File: src/rtl/axi_lite_timer_if.sv
// ---------------------------------------------------------------------------
// axi_lite_timer_if
//   AXI4-Lite bus bundle for the timer peripheral.
//   master : drives AW/W/AR address, data and valids, B/R readies
//   slave  : drives AW/W/AR readies, B/R response, data and valids
//   Signal names keep the S_ prefix used by the upstream address decoder.
// ---------------------------------------------------------------------------
interface axi_lite_timer_if;
   logic [31:0] S_AWADDR;
   logic [2:0]  S_AWPROT;
   logic        S_AWVALID;
   logic        S_AWREADY;
   logic [31:0] S_WDATA;
   logic [3:0]  S_WSTRB;
   logic        S_WVALID;
   logic        S_WREADY;
   logic [1:0]  S_BRESP;
   logic        S_BVALID;
   logic        S_BREADY;
   logic [31:0] S_ARADDR;
   logic [2:0]  S_ARPROT;
   logic        S_ARVALID;
   logic        S_ARREADY;
   logic [31:0] S_RDATA;
   logic [1:0]  S_RRESP;
   logic        S_RVALID;
   logic        S_RREADY;

   modport master (
      output S_AWADDR, S_AWPROT, S_AWVALID, S_WDATA, S_WSTRB, S_WVALID, S_BREADY,
             S_ARADDR, S_ARPROT, S_ARVALID, S_RREADY,
      input  S_AWREADY, S_WREADY, S_BRESP, S_BVALID, S_ARREADY, S_RDATA, S_RRESP, S_RVALID
   );

   modport slave (
      input  S_AWADDR, S_AWPROT, S_AWVALID, S_WDATA, S_WSTRB, S_WVALID, S_BREADY,
             S_ARADDR, S_ARPROT, S_ARVALID, S_RREADY,
      output S_AWREADY, S_WREADY, S_BRESP, S_BVALID, S_ARREADY, S_RDATA, S_RRESP, S_RVALID
   );
endinterface

File: src/rtl/axi_lite_timer.sv
// ---------------------------------------------------------------------------
// axi_lite_timer
//   AXI4-Lite slave timer: down-counter with reload, one-shot / auto-reload
//   modes, sticky EXPIRED flag (write-1-to-clear) and a registered level irq.
//   Register map (addr[4:2] decoded, everything else ignored):
//     0x00 CTRL   {IRQ_EN[2], AUTO_RELOAD[1], EN[0]}   lane 0 only
//     0x04 LOAD   byte-strobed
//     0x08 COUNT  byte-strobed, read/write
//     0x0C STATUS {EXPIRED[0]} write-1-to-clear, lane 0 only
//     0x10 PRESCALE (only with AXI_TIMER_PRESCALER_EN defined)
//   Unmapped offsets answer SLVERR with RDATA=0; writes to them are dropped.
//   Optional feature macro: AXI_TIMER_PRESCALER_EN (tick every PRESCALE+1
//   enabled cycles instead of every cycle).
// Ports
//   aclk    : clock
//   aresetn : synchronous, active-low reset
//   s       : AXI4-Lite slave bundle (axi_lite_timer_if.slave)
//   irq     : registered EXPIRED & IRQ_EN
// ---------------------------------------------------------------------------
module axi_lite_timer #(
   parameter int unsigned COUNT_WIDTH = 32,
   parameter logic [31:0] RESET_LOAD  = 32'hFFFF_FFFF
) (
   input  logic             aclk,
   input  logic             aresetn,
   axi_lite_timer_if.slave  s,
   output logic             irq
);

   localparam logic [2:0] OFF_CTRL     = 3'd0;
   localparam logic [2:0] OFF_LOAD     = 3'd1;
   localparam logic [2:0] OFF_COUNT    = 3'd2;
   localparam logic [2:0] OFF_STATUS   = 3'd3;
   localparam logic [2:0] OFF_PRESCALE = 3'd4;

   localparam logic [1:0] RESP_OKAY   = 2'b00;
   localparam logic [1:0] RESP_SLVERR = 2'b10;

   localparam logic [COUNT_WIDTH-1:0] LOAD_INIT = COUNT_WIDTH'(RESET_LOAD);

   // Register state
   logic [COUNT_WIDTH-1:0] load_q, count_q;
   logic                   en_q, auto_q, irq_en_q, expired_q, irq_q;

   // Write channel state
   logic        aw_held_q, w_held_q, bvalid_q;
   logic [2:0]  aw_sel_q;
   logic [31:0] w_data_q;
   logic [3:0]  w_strb_q;
   logic [1:0]  bresp_q;

   // Read channel state
   logic        rvalid_q;
   logic [31:0] rdata_q;
   logic [1:0]  rresp_q;

   // Combinational helpers
   logic        aw_hs, w_hs, ar_hs, b_hs, wr_commit;
   logic [2:0]  wr_sel;
   logic [31:0] wr_data;
   logic [3:0]  wr_strb;
   logic        wr_ctrl, wr_load, wr_count, wr_status, wr_presc, wr_mapped;
   logic [31:0] rd_data;
   logic        rd_mapped;
   logic        tick, expire;

   // Byte-lane merge of a 32-bit write into an existing register value.
   function automatic logic [31:0] merge_strb(input logic [31:0] old_v,
                                              input logic [31:0] new_v,
                                              input logic [3:0]  strb);
      logic [31:0] r;
      for (int i = 0; i < 4; i++)
         r[i*8 +: 8] = strb[i] ? new_v[i*8 +: 8] : old_v[i*8 +: 8];
      return r;
   endfunction

   // ------------------------------------------------------------------
   // Handshakes
   // ------------------------------------------------------------------
   assign s.S_AWREADY = !aw_held_q && !bvalid_q;
   assign s.S_WREADY  = !w_held_q  && !bvalid_q;
   assign s.S_ARREADY = !rvalid_q;

   assign aw_hs = s.S_AWVALID && s.S_AWREADY;
   assign w_hs  = s.S_WVALID  && s.S_WREADY;
   assign ar_hs = s.S_ARVALID && s.S_ARREADY;
   assign b_hs  = bvalid_q && s.S_BREADY;

   // The register write happens on the edge that completes the later of AW/W;
   // whichever arrived first is taken from its holding register.
   assign wr_commit = (aw_hs || aw_held_q) && (w_hs || w_held_q) && !bvalid_q;
   assign wr_sel    = aw_hs ? s.S_AWADDR[4:2] : aw_sel_q;
   assign wr_data   = w_hs  ? s.S_WDATA       : w_data_q;
   assign wr_strb   = w_hs  ? s.S_WSTRB       : w_strb_q;

   // NOTE: every output of a combinational block gets a default at the top so
   // that no path leaves it unassigned and infers a latch.
   always_comb begin
      wr_ctrl   = 1'b0;
      wr_load   = 1'b0;
      wr_count  = 1'b0;
      wr_status = 1'b0;
      wr_presc  = 1'b0;
      wr_mapped = 1'b1;
      case (wr_sel)
         OFF_CTRL:     wr_ctrl   = wr_commit && wr_strb[0];
         OFF_LOAD:     wr_load   = wr_commit;
         OFF_COUNT:    wr_count  = wr_commit;
         OFF_STATUS:   wr_status = wr_commit && wr_strb[0];
`ifdef AXI_TIMER_PRESCALER_EN
         OFF_PRESCALE: wr_presc  = wr_commit;
`endif
         default:      wr_mapped = 1'b0;
      endcase
   end

   // ------------------------------------------------------------------
   // Tick generation
   // ------------------------------------------------------------------
`ifdef AXI_TIMER_PRESCALER_EN
   logic [COUNT_WIDTH-1:0] presc_q, presc_cnt_q;

   assign tick = en_q && (presc_cnt_q == presc_q);

   always_ff @(posedge aclk) begin
      if (!aresetn) begin
         presc_q     <= '0;
         presc_cnt_q <= '0;
      end else begin
         if (wr_presc)
            presc_q <= COUNT_WIDTH'(merge_strb(32'(presc_q), wr_data, wr_strb));
         // A stopped timer or a new PRESCALE restarts the divider phase.
         if (!en_q || wr_presc || tick)
            presc_cnt_q <= '0;
         else
            presc_cnt_q <= presc_cnt_q + COUNT_WIDTH'(1);
      end
   end
`else
   assign tick = en_q;
`endif

   assign expire = tick && (count_q == '0);

   // ------------------------------------------------------------------
   // Timer registers
   // ------------------------------------------------------------------
   // NOTE: sequential state uses non-blocking assignments only; where two
   // assignments to the same register fall on one edge, the later statement
   // wins, which is how bus writes take priority over the counter below.
   always_ff @(posedge aclk) begin
      if (!aresetn) begin
         load_q    <= LOAD_INIT;
         count_q   <= LOAD_INIT;
         en_q      <= 1'b0;
         auto_q    <= 1'b0;
         irq_en_q  <= 1'b0;
         expired_q <= 1'b0;
         irq_q     <= 1'b0;
      end else begin
         if (tick) begin
            if (count_q != '0)
               count_q <= count_q - COUNT_WIDTH'(1);
            else if (auto_q)
               count_q <= load_q;
            else
               en_q <= 1'b0;
         end

         if (wr_ctrl)
            {irq_en_q, auto_q, en_q} <= wr_data[2:0];
         if (wr_load)
            load_q <= COUNT_WIDTH'(merge_strb(32'(load_q), wr_data, wr_strb));
         if (wr_count)
            count_q <= COUNT_WIDTH'(merge_strb(32'(count_q), wr_data, wr_strb));

         // A hardware expiry on the same edge as a W1C keeps the flag set.
         if (expire)
            expired_q <= 1'b1;
         else if (wr_status && wr_data[0])
            expired_q <= 1'b0;

         irq_q <= expired_q && irq_en_q;
      end
   end

   assign irq = irq_q;

   // ------------------------------------------------------------------
   // Write channel
   // ------------------------------------------------------------------
   always_ff @(posedge aclk) begin
      if (!aresetn) begin
         aw_held_q <= 1'b0;
         w_held_q  <= 1'b0;
         aw_sel_q  <= '0;
         w_data_q  <= '0;
         w_strb_q  <= '0;
         bvalid_q  <= 1'b0;
         bresp_q   <= RESP_OKAY;
      end else begin
         if (aw_hs) begin
            aw_held_q <= 1'b1;
            aw_sel_q  <= s.S_AWADDR[4:2];
         end
         if (w_hs) begin
            w_held_q <= 1'b1;
            w_data_q <= s.S_WDATA;
            w_strb_q <= s.S_WSTRB;
         end
         if (wr_commit) begin
            bvalid_q <= 1'b1;
            bresp_q  <= wr_mapped ? RESP_OKAY : RESP_SLVERR;
         end else if (b_hs) begin
            bvalid_q  <= 1'b0;
            aw_held_q <= 1'b0;
            w_held_q  <= 1'b0;
         end
      end
   end

   assign s.S_BVALID = bvalid_q;
   assign s.S_BRESP  = bresp_q;

   // ------------------------------------------------------------------
   // Read channel
   // ------------------------------------------------------------------
   always_comb begin
      rd_data   = '0;
      rd_mapped = 1'b1;
      case (s.S_ARADDR[4:2])
         OFF_CTRL:     rd_data = {29'd0, irq_en_q, auto_q, en_q};
         OFF_LOAD:     rd_data = 32'(load_q);
         OFF_COUNT:    rd_data = 32'(count_q);
         OFF_STATUS:   rd_data = {31'd0, expired_q};
`ifdef AXI_TIMER_PRESCALER_EN
         OFF_PRESCALE: rd_data = 32'(presc_q);
`endif
         default:      rd_mapped = 1'b0;
      endcase
   end

   always_ff @(posedge aclk) begin
      if (!aresetn) begin
         rvalid_q <= 1'b0;
         rdata_q  <= '0;
         rresp_q  <= RESP_OKAY;
      end else if (ar_hs) begin
         rvalid_q <= 1'b1;
         rdata_q  <= rd_data;
         rresp_q  <= rd_mapped ? RESP_OKAY : RESP_SLVERR;
      end else if (rvalid_q && s.S_RREADY) begin
         rvalid_q <= 1'b0;
      end
   end

   assign s.S_RVALID = rvalid_q;
   assign s.S_RDATA  = rdata_q;
   assign s.S_RRESP  = rresp_q;

   // Address bits outside [4:2] and the PROT fields carry no meaning here.
   logic unused_ok;
   assign unused_ok = ^{s.S_AWADDR[31:5], s.S_AWADDR[1:0], s.S_ARADDR[31:5],
                        s.S_ARADDR[1:0], s.S_AWPROT, s.S_ARPROT};

endmodule
File: src/flat_wrapper.sv
// flat-port wrapper written by rule: the top's interface ports become plain ports
module axi_lite_timer_flat 
#(
   parameter int unsigned COUNT_WIDTH = 32,
   parameter logic [31:0] RESET_LOAD  = 32'hFFFF_FFFF
)
  (aclk, aresetn, irq, s_S_AWADDR, s_S_AWPROT, s_S_AWVALID, s_S_WDATA, s_S_WSTRB, s_S_WVALID, s_S_BREADY, s_S_ARADDR, s_S_ARPROT, s_S_ARVALID, s_S_RREADY, s_S_AWREADY, s_S_WREADY, s_S_BRESP, s_S_BVALID, s_S_ARREADY, s_S_RDATA, s_S_RRESP, s_S_RVALID);
  axi_lite_timer_if s_i ();
  input  logic aclk;
  input  logic aresetn;
  output logic irq;
  input wire logic [$bits(s_i.S_AWADDR)-1:0] s_S_AWADDR;
  input wire logic [$bits(s_i.S_AWPROT)-1:0] s_S_AWPROT;
  input wire logic [$bits(s_i.S_AWVALID)-1:0] s_S_AWVALID;
  input wire logic [$bits(s_i.S_WDATA)-1:0] s_S_WDATA;
  input wire logic [$bits(s_i.S_WSTRB)-1:0] s_S_WSTRB;
  input wire logic [$bits(s_i.S_WVALID)-1:0] s_S_WVALID;
  input wire logic [$bits(s_i.S_BREADY)-1:0] s_S_BREADY;
  input wire logic [$bits(s_i.S_ARADDR)-1:0] s_S_ARADDR;
  input wire logic [$bits(s_i.S_ARPROT)-1:0] s_S_ARPROT;
  input wire logic [$bits(s_i.S_ARVALID)-1:0] s_S_ARVALID;
  input wire logic [$bits(s_i.S_RREADY)-1:0] s_S_RREADY;
  output wire logic [$bits(s_i.S_AWREADY)-1:0] s_S_AWREADY;
  output wire logic [$bits(s_i.S_WREADY)-1:0] s_S_WREADY;
  output wire logic [$bits(s_i.S_BRESP)-1:0] s_S_BRESP;
  output wire logic [$bits(s_i.S_BVALID)-1:0] s_S_BVALID;
  output wire logic [$bits(s_i.S_ARREADY)-1:0] s_S_ARREADY;
  output wire logic [$bits(s_i.S_RDATA)-1:0] s_S_RDATA;
  output wire logic [$bits(s_i.S_RRESP)-1:0] s_S_RRESP;
  output wire logic [$bits(s_i.S_RVALID)-1:0] s_S_RVALID;
  assign s_i.S_AWADDR = s_S_AWADDR;
  assign s_i.S_AWPROT = s_S_AWPROT;
  assign s_i.S_AWVALID = s_S_AWVALID;
  assign s_i.S_WDATA = s_S_WDATA;
  assign s_i.S_WSTRB = s_S_WSTRB;
  assign s_i.S_WVALID = s_S_WVALID;
  assign s_i.S_BREADY = s_S_BREADY;
  assign s_i.S_ARADDR = s_S_ARADDR;
  assign s_i.S_ARPROT = s_S_ARPROT;
  assign s_i.S_ARVALID = s_S_ARVALID;
  assign s_i.S_RREADY = s_S_RREADY;
  assign s_S_AWREADY = s_i.S_AWREADY;
  assign s_S_WREADY = s_i.S_WREADY;
  assign s_S_BRESP = s_i.S_BRESP;
  assign s_S_BVALID = s_i.S_BVALID;
  assign s_S_ARREADY = s_i.S_ARREADY;
  assign s_S_RDATA = s_i.S_RDATA;
  assign s_S_RRESP = s_i.S_RRESP;
  assign s_S_RVALID = s_i.S_RVALID;
  axi_lite_timer #(.COUNT_WIDTH(COUNT_WIDTH), .RESET_LOAD(RESET_LOAD)) u_core (.aclk(aclk), .aresetn(aresetn), .s(s_i), .irq(irq));
endmodule
File: config.mk
export PLATFORM = sky130hd
export DESIGN_NAME = axi_lite_timer_flat
export DESIGN_NICKNAME = d
export VERILOG_FILES = /design/src/rtl/axi_lite_timer_if.sv /design/src/rtl/axi_lite_timer.sv /design/src/flat_wrapper.sv
export SDC_FILE = /design/constraint.sdc
export NUM_CORES = 1
export LEC_CHECK = 0
export CELL_PAD_IN_SITES_DETAIL_PLACEMENT = 0
export CELL_PAD_IN_SITES_GLOBAL_PLACEMENT = 1
export CORE_UTILIZATION = 37
export CTS_CLUSTER_DIAMETER = 100
export CTS_CLUSTER_SIZE = 20
export DETAILED_ROUTE_END_ITERATION = 7
export GPL_TIMING_DRIVEN = 1
export PLACE_DENSITY_LB_ADDON = 0.1
export RECOVER_POWER = 100
export SLEW_MARGIN = 20
export SYNTH_ARGS = -nofsm -noshare
export SYNTH_HDL_FRONTEND = slang
export SYNTH_SLANG_ARGS = --single-unit
export TNS_END_PERCENT = 20
File: constraint.sdc
create_clock -name aclk -period 2.6 [get_ports aclk]
set_input_delay 0.39 -clock aclk [delete_from_list [all_inputs] [get_ports aclk]]
set_output_delay 0.39 -clock aclk [all_outputs]
set_load 0.01 [all_outputs]
==> run metrics, run 1 <==
status=complete, no violations; DR vias/cell=5.505; CTS Buf Count=17; Post-Syn Area per Cell=8.475 sq um; RSZ-0062 raised after global routing=yes; CP Class=register to register; Ys Warns=0; core area=0.01802 sq mm; Hold WC Path Type=register to register; wire per inst=17.21 um; vias in the first global route=6245; CTS root buf=clkbuf_16; start of the worst register-to-register path=u_core.count_q[8]$_SDFFE_PN1P_; simple-gate area share of the yosys netlist=0.2397; required time of the worst setup path=2.98 ns; Slew Limit Headroom=0.06789; r2r worst-path depth=6; CP bufs+invs=0; Top Ports=155; Port Buffer Count=88; largest stage delay on the critical path=0.59 ns; critical path peak fanout=8; Fillers=1753; hold buffers post-CTS=0; Critical Path Sink Type=register; Peak VDD IR=0.4708 mV; multi-input logic area=0.003601 sq mm; Startpoint Class=register; top cells by count, synth=dfxtp_1, nor2_1, nand2_1; Post-synth ARST share=0; hold depth=2; post-synthesis mux area share=0.06961; CTS HTree Levels=4; Hold Crit Endpoint=u_core.s.S_RRESP[1]$_SDFFE_PN0P_; crit path DAT=2.88 ns; number of detailed-route iterations in the first pass=6; synthesis-to-finish area growth=30.26%; Pins Over Slew Limit=0; 1st-iter DRT viols=339; top-count cell post-synth=dfxtp_1; initial antenna violation count=0; Synth area leaders=dfxtp_1, nor2_1, mux2i_1, nand2_1, a221oi_1; Post-synth top flop=dfxtp_1; Mapped Area=0.006848 sq mm; Die Width=138.0 um; setup violators final=0; Synth top area share=0.4268; sequential-to-total area share from yosys stat=0.4268; DP Worst Slack=-0.1932 ns; Leak=3.389 nW; Max-Cap Viols=0; CP cell instances=or4_1, nor2_1, nand4b_1, and2_1, a21oi_2, o32a_1; Clock Tree Buf Depth=2; clk sink count=146; slowest CP cell=or4_1; worst clock skew=0.01067 ns; critical path's top delay family=simple AND/OR/NAND/NOR gates; R2R setup slack=0.1 ns; All-Layer GR Usage=0.2153; Adder-Cell Fraction of Synth Area=0.003654; cell count after synthesis=808; hold path start=u_core.s.S_RRESP[1]$_SDFFE_PN0P_; Residual DRC=0; flops & latches, synth=146; Tmin final=2.504 ns; Die Area=0.01906 sq mm; Starting Density=0.3799; Final Hold Viols=0; Vias=6457; Setup Fix Bufs, Post-CTS=0; cell type with the highest aggregate area in the netlist=dfxtp_1; gpl congestion=0.8899; period utilisation layout=0.9631; sequential cell area=0.002923 sq mm; first-pass GRT wire length=32820 um; min setup slack post-route=0.09599 ns; worst-margin pin slew=1.398 ns; global route overflow=0; PD cells=639.6 mW/mm^2; Final ANT Viol Nets=0; Rows=49; RR Endpoint=u_core.count_q[12]$_SDFFE_PN1P_; main combinational cell family by area after synthesis=simple AND/OR/NAND/NOR gates; XOR/XNOR Fraction of Synth Area=0.01663; Clk pin slew, worst setup/hold paths=0.06 ns; CTS tree=built; total power=0.005705 W; Post-synth EDFFs=0; Total Wirelength=20180 um; die height=138.0 um; fin nets=1046; clk_lat worst skew=0.43 ns; post-CTS sizing=0; layout cells sized above 1=0.1324; DP HPWL=14290 um; Yosys cell types=67; compound-cell area share of the yosys netlist=0.1950; Max Clock Freq=399.4 MHz; largest net degree at the start of global routing=80; ANT cells=0
==> how the worst max path moves through the flow <==
stage                                    from                         endpoint  slack (ns)  depth (start not counted)
2_1_floorplan  u_core.s.S_BVALID$_SDFFE_PN0P_           u_core.en_q$_SDFF_PN0_        0.35                          5
3_3_place_gp                      s_S_AWVALID   u_core.count_q[7]$_SDFFE_PN1P_       -0.13                          8
3_5_place_dp                      s_S_AWVALID   u_core.count_q[7]$_SDFFE_PN1P_       -0.19                          8
4_1_cts        u_core.count_q[8]$_SDFFE_PN1P_  u_core.count_q[14]$_SDFFE_PN1P_        0.12                          6
5_1_grt        u_core.count_q[0]$_SDFFE_PN1P_  u_core.count_q[28]$_SDFFE_PN1P_      -0.001                          8
6_report       u_core.count_q[8]$_SDFFE_PN1P_  u_core.count_q[12]$_SDFFE_PN1P_         0.1                          6
==> report_power, final <==
part	internal, W	switching, W
registers	0.00234	0.0000482
clock network	0.00161	0.000982
logic	0.000340	0.000391
==> per-stage QoR <==
step | instance area (sq um) | instances | hold slack [ns] | setup TNS (ns) | util
after floorplan | 6852 | 809 | 0.4611 | 0 | -
after global placement | 8364 | 1141 | 0.4494 | -1.539 | 0.4640
after detailed placement | 8364 | 1141 | 0.4629 | -2.105 | 0.4640
after CTS | 8981 | 1173 | 0.4750 | 0 | 0.4983
after global routing | 8920 | 1173 | 0.5096 | -0.001117 | 0.4949
final | 8920 | 1173 | 0.4691 | 0 | 0.4949
==> area by class of cell <==
cell class / count / share of cell area
sequential: 146 / 0.3277
multi-input combinational: 587 / 0.4037
timing repair buffer: 162 / 0.1602
inverter: 17 / 0.007154
clock buffer: 19 / 0.04853
clock inverter: 13 / 0.02062
tap: 229 / 0.03212
==> flip-flops by register name, indices dropped and copies added, names as in the netlist, 3 cells and up <==
signal and flops:
u_core.w_data_q 32, u_core.aw_sel_q 3, u_core.s.S_RDATA 32, u_core.w_strb_q 4
u_core.count_q 32, u_core.load_q 32
==> tightest hold or removal path: stages, from the launching register on <==
cell     delay [ns]
dfxtp_1        0.31
nand2_1        0.05
a21oi_1        0.06
==> kinds of logic after synthesis <==
| logic type | after synthesis |
|---|---|
| other cells | 1 |
| compound gates | 182 |
| mux | 46 |
| simple gates | 342 |
| buf+inv | 76 |
| xor+xnor | 13 |
| fa+ha+maj | 2 |
| flops | 146 |
==> placed cells by master, fill, tap and decap left out, types with 6 or more instances in the layout <==
master	count
buf_4	48
inv_1	16
nor4_1	6
clkbuf_16	17
nand2_1	90
clkbuf_1	6
a22oi_1	6
dlygate4sd3_1	43
a21oi_1	15
a211oi_1	19
xnor2_1	6
nor3_1	43
nor4_2	7
dfxtp_1	146
nor2_1	138
clkdlybuf4s50_1	45
o32a_1	21
a221oi_1	30
o21ai_0	44
nand3_1	7
clkbuf_2	6
xor2_1	7
or3_1	8
mux2i_1	42
clkbuf_4	13
==> per-layer routing <==
metal	wire length, um	global-route usage
met1	9493	0.2763
met2	9493	0.3550
met3	854	0.04745
met4	341	0.07577
met5	0	0
Power figures use the tool's default switching activity.
==> inputs of run 2 (changes only) <==
--- a/config.mk
+++ b/config.mk
@@ -7,12 +7,13 @@
 export LEC_CHECK = 0
 export CELL_PAD_IN_SITES_DETAIL_PLACEMENT = 0
 export CELL_PAD_IN_SITES_GLOBAL_PLACEMENT = 1
+export CORE_ASPECT_RATIO = 1.75
 export CORE_UTILIZATION = 37
 export CTS_CLUSTER_DIAMETER = 100
 export CTS_CLUSTER_SIZE = 20
 export DETAILED_ROUTE_END_ITERATION = 7
 export GPL_TIMING_DRIVEN = 1
-export PLACE_DENSITY_LB_ADDON = 0.1
+export PLACE_DENSITY = 0.86
 export RECOVER_POWER = 100
 export SLEW_MARGIN = 20
 export SYNTH_ARGS = -nofsm -noshare
==> run metrics, run 2 (synthesized netlist as in run 1, its figures left out) <==
CTS tree=built; Total Wirelength=20180 um; Tmin final=2.454 ns; Leak=3.378 nW; global route overflow=0; critical path's top delay family=simple AND/OR/NAND/NOR gates; worst clock skew=0.01642 ns; hold buffers post-CTS=0; status=complete, no violations; PD cells=614.5 mW/mm^2; number of detailed-route iterations in the first pass=5; period utilisation layout=0.9440; Clk pin slew, worst setup/hold paths=0.07 ns; DR vias/cell=5.470; commonest non-fill, non-tap cell in the layout=dfxtp_1; Die Width=104.8 um; Die Area=0.01908 sq mm; cell area after layout=0.008949 sq mm; slowest CP cell=or4b_1; DP HPWL=14110 um; Slew Limit Headroom=0.2187; clk_lat worst skew=0.43 ns; most repeated library cell on the critical path=o21ai_0; All-Layer GR Usage=0.2173; Max-Cap Viols=0; Final Hold Viols=0; required time of the worst setup path=2.86 ns; wire per inst=17.04 um; CTS HTree Levels=4; Pins Over Slew Limit=0; core area=0.01805 sq mm; CTS root buf=clkbuf_16; clk sink count=146; TNS Setup=0 ns; Startpoint Class=register; Rows=65; minimum hold slack=0.4612 ns; fin nets=1052; Top Ports=155; CP bufs+invs=1; layout cells sized above 1=0.1389; Clock Tree Buf Depth=2; die height=182.0 um; initial antenna violation count=0; setup violators final=0; worst-margin pin slew=1.172 ns; Residual DRC=0; placed cell areas=0.008453 sq mm; vias in the first global route=6416; 1st-iter DRT viols=408; Final ANT Viol Nets=0; Fillers=1782; fin util=0.4956; Critical Path Sink Type=register; Starting Density=0.3793; CP Class=register to register; CTS Buf Count=17; Peak VDD IR=0.3604 mV; multi-input logic area=0.003605 sq mm; ANT cells=0; largest net degree at the start of global routing=55; critical path peak fanout=5; first-pass GRT wire length=32680 um; crit path DAT=2.71 ns; Hold WC Path Type=register to register; sequential cell area=0.002923 sq mm; synthesis-to-finish area growth=30.68%; Vias=6477; CP cell instances=inv_1, ha_1, or4b_1, or4_1, o21ai_0, o221a_2, o21ai_0; Port Buffer Count=88; most frequent cells in the layout=dfxtp_1, nor2_1, nand2_1; Setup Fix Bufs, Post-CTS=0; post-CTS sizing=0; RSZ-0062 raised after global routing=no; Max Clock Freq=407.4 MHz; largest stage delay on the critical path=0.59 ns; gpl congestion=0.8852; total power=0.005499 W
==> run 2: power breakdown <==
| part | total [W] | internal [W] | switching [W] |
|---|---|---|---|
| clock | 0.00235 | 0.00134 | 0.00101 |
| sequential | 0.00239 | 0.00234 | 0.0000492 |
| combinational | 0.000765 | 0.000370 | 0.000395 |
| total | 0.00550 | 0.00405 | 0.00145 |
==> run 2: final timing paths <==
| path | startpoint | endpoint | slack (ns) | cells after the start |
|---|---|---|---|---|
| min reg2reg | u_core.s.S_RRESP[1]$_SDFFE_PN0P_ | u_core.s.S_RRESP[1]$_SDFFE_PN0P_ | 0.46 | 2 |
| min | u_core.s.S_RRESP[1]$_SDFFE_PN0P_ | u_core.s.S_RRESP[1]$_SDFFE_PN0P_ | 0.46 | 2 |
| max | u_core.count_q[1]$_SDFFE_PN1P_ | u_core.count_q[26]$_SDFFE_PN1P_ | 0.15 | 7 |
| max reg2reg | u_core.count_q[1]$_SDFFE_PN1P_ | u_core.count_q[26]$_SDFFE_PN1P_ | 0.15 | 7 |
==> run 2: per-stage QoR <==
step | setup WS (ns) | std cells
global route | 0.01660 | 1184
detailed placement | -0.1814 | 1152
finish | 0.1456 | 1184
global placement | -0.1491 | 1152
CTS | 0.1587 | 1184
floorplan | 0.3464 | 809
==> run 2: worst reg2reg max path: stages (launching register included) <==
cell,delay (ns)
dfxtp_1,0.34
inv_1,0.10
ha_1,0.23
or4b_1,0.59
or4_1,0.55
o21ai_0,0.20
o221a_2,0.20
o21ai_0,0.07
==> run 2: layout make-up <==
class	instances	area share
Clock buffer	20	0.04992
Clock inverter	12	0.01230
Inverter	17	0.007131
Multi-Input combinational cell	587	0.4028
Sequential cell	146	0.3266
Tap cell	234	0.03272
Timing Repair Buffer	168	0.1685
==> run 2: metal layers <==
| layer | vias up | global-route usage | wire [um] |
|---|---|---|---|
| met3 | 32 | 0.03123 | 729 |
| met2 | 150 | 0.4191 | 11080 |
| met1 | 3120 | 0.2339 | 7983 |
| met4 | 0 | 0.08451 | 385 |
| li1 | 3175 | - | - |
| met5 | - | 0 | 0 |
==> inputs of run 3 (changes only) <==
--- a/config.mk
+++ b/config.mk
@@ -8,12 +8,12 @@
 export CELL_PAD_IN_SITES_DETAIL_PLACEMENT = 0
 export CELL_PAD_IN_SITES_GLOBAL_PLACEMENT = 1
 export CORE_ASPECT_RATIO = 1.75
-export CORE_UTILIZATION = 37
+export CORE_UTILIZATION = 40
 export CTS_CLUSTER_DIAMETER = 100
 export CTS_CLUSTER_SIZE = 20
 export DETAILED_ROUTE_END_ITERATION = 7
 export GPL_TIMING_DRIVEN = 1
-export PLACE_DENSITY = 0.86
+export PLACE_DENSITY = 0.91
 export RECOVER_POWER = 100
 export SLEW_MARGIN = 20
 export SYNTH_ARGS = -nofsm -noshare
==> constraint.sdc (replaced) <==
create_clock -name aclk -period 2.96 [get_ports aclk]
set_input_delay 0.444 -clock aclk [delete_from_list [all_inputs] [get_ports aclk]]
set_output_delay 0.444 -clock aclk [all_outputs]
set_load 0.01 [all_outputs]
==> run metrics, run 3 (synthesized netlist as in run 1, its figures left out) <==
PD cells=584.8 mW/mm^2; Rows=63; crit path DAT=2.90 ns; commonest non-fill, non-tap cell in the layout=dfxtp_1; worst-margin pin slew=1.260 ns; worst clock skew=0.01786 ns; setup violators final=0; Leak=3.263 nW; TNS Setup=0 ns; CP Class=input port to register; Hold WC Path Type=register to register; Total Wirelength=19530 um; Vias=6385; RSZ-0062 raised after global routing=no; first-pass GRT wire length=31530 um; Peak VDD IR=0.3897 mV; ANT cells=0; period utilisation layout=0.8769; Pins Over Slew Limit=0; Die Width=100.9 um; CTS tree=built; initial antenna violation count=0; placed cells=1116; r2r worst-path depth=6; Clock Tree Buf Depth=2; Port Buffer Count=88; largest net degree at the start of global routing=64; DP HPWL=13510 um; status=complete, no violations; DR vias/cell=5.562; CTS HTree Levels=4; global route overflow=0; Setup Fix Bufs, Post-CTS=0; Top Ports=155; clk_lat worst skew=0.43 ns; Tmin final=2.596 ns; most frequent cells in the layout=dfxtp_1, nor2_1, nand2_1; Max-Cap Viols=0; gpl congestion=0.8803; CTS root buf=clkbuf_16; 1st-iter DRT viols=362; synthesis-to-finish area growth=27.55%; post-CTS sizing=0; Slew Limit Headroom=0.1597; Max Clock Freq=385.3 MHz; required time of the worst setup path=3.27 ns; fin util=0.5178; wire per inst=17.01 um; die height=175.1 um; number of detailed-route iterations in the first pass=4; critical path peak fanout=13; layout cells sized above 1=0.1064; sequential cell area=0.002923 sq mm; multi-input logic area=0.003583 sq mm; Fillers=1624; core area=0.01687 sq mm; hold depth=2; Residual DRC=0; Clk pin slew, worst setup/hold paths=0.06 ns; Final Hold Viols=0; Starting Density=0.4059; fin nets=1023; fin cells=1148; hold buffers post-CTS=0; Die Area=0.01767 sq mm; clk sink count=146; Final ANT Viol Nets=0; Critical Path Sink Type=register; Startpoint Class=input port; vias in the first global route=6227; CTS Buf Count=17; All-Layer GR Usage=0.2294
-- run 3: routing by layer --
| metal | GRT usage | up-vias | wire, um |
|---|---|---|---|
| met5 | 0 | - | 0 |
| met4 | 0.1226 | 0 | 721 |
| met3 | 0.03040 | 49 | 839 |
| met2 | 0.4170 | 207 | 10240 |
| met1 | 0.2533 | 3010 | 7736 |
| li1 | - | 3119 | - |
-- run 3: path summary, 6_finish.rpt --
check             slack [ns]                          endpoint                             start
hold reg to reg         0.45  u_core.s.S_RRESP[1]$_SDFFE_PN0P_  u_core.s.S_RRESP[1]$_SDFFE_PN0P_
setup reg to reg        0.39   u_core.count_q[25]$_SDFFE_PN1P_   u_core.count_q[16]$_SDFFE_PN1P_
hold / removal          0.45  u_core.s.S_RRESP[1]$_SDFFE_PN0P_  u_core.s.S_RRESP[1]$_SDFFE_PN0P_
setup / recovery        0.36    u_core.count_q[6]$_SDFFE_PN1P_                       s_S_AWVALID
-- run 3: critical path: stages --
cell	delay [ns]
clkdlybuf4s50_1	0.50
nor3b_1	0.30
mux2i_1	0.38
nand2_1	0.16
clkbuf_2	0.25
o2bb2ai_1	0.18
nand2_1	0.22
o32a_1	0.47
-- run 3: power breakdown --
part	internal (W)	switching, W	total (W)	leakage (nW)
Clock	0.00152	0.000869	0.00239	0.317
Sequential	0.00205	0.0000431	0.00210	1.19
Combinational	0.000285	0.000336	0.000622	1.75
Total	0.00386	0.00125	0.00511	3.26
-- run 3: through the flow --
stage | power [W] | setup slack, ns | cell area (sq um) | hold WS (ns)
finish | 0.005108 | 0.3644 | 8735 | 0.4537
global route | 0.005286 | 0.1890 | 8735 | 0.4925
CTS | 0.005175 | 0.5234 | 8802 | 0.4568
detailed placement | 0.002795 | 0.1586 | 8152 | 0.4485
global placement | 0.002787 | 0.1704 | 8152 | 0.4454
floorplan | 0.002483 | 0.6897 | 6852 | 0.4611
-- run 3: layout make-up --
| type | instances | share of cell area |
|---|---|---|
| clock inverter | 13 | 0.02378 |
| inverter | 17 | 0.007306 |
| sequential | 146 | 0.3346 |
| tap | 227 | 0.03252 |
| multi-input combinational | 587 | 0.4103 |
| clock buffer | 19 | 0.05071 |
| timing repair buffer | 139 | 0.1408 |
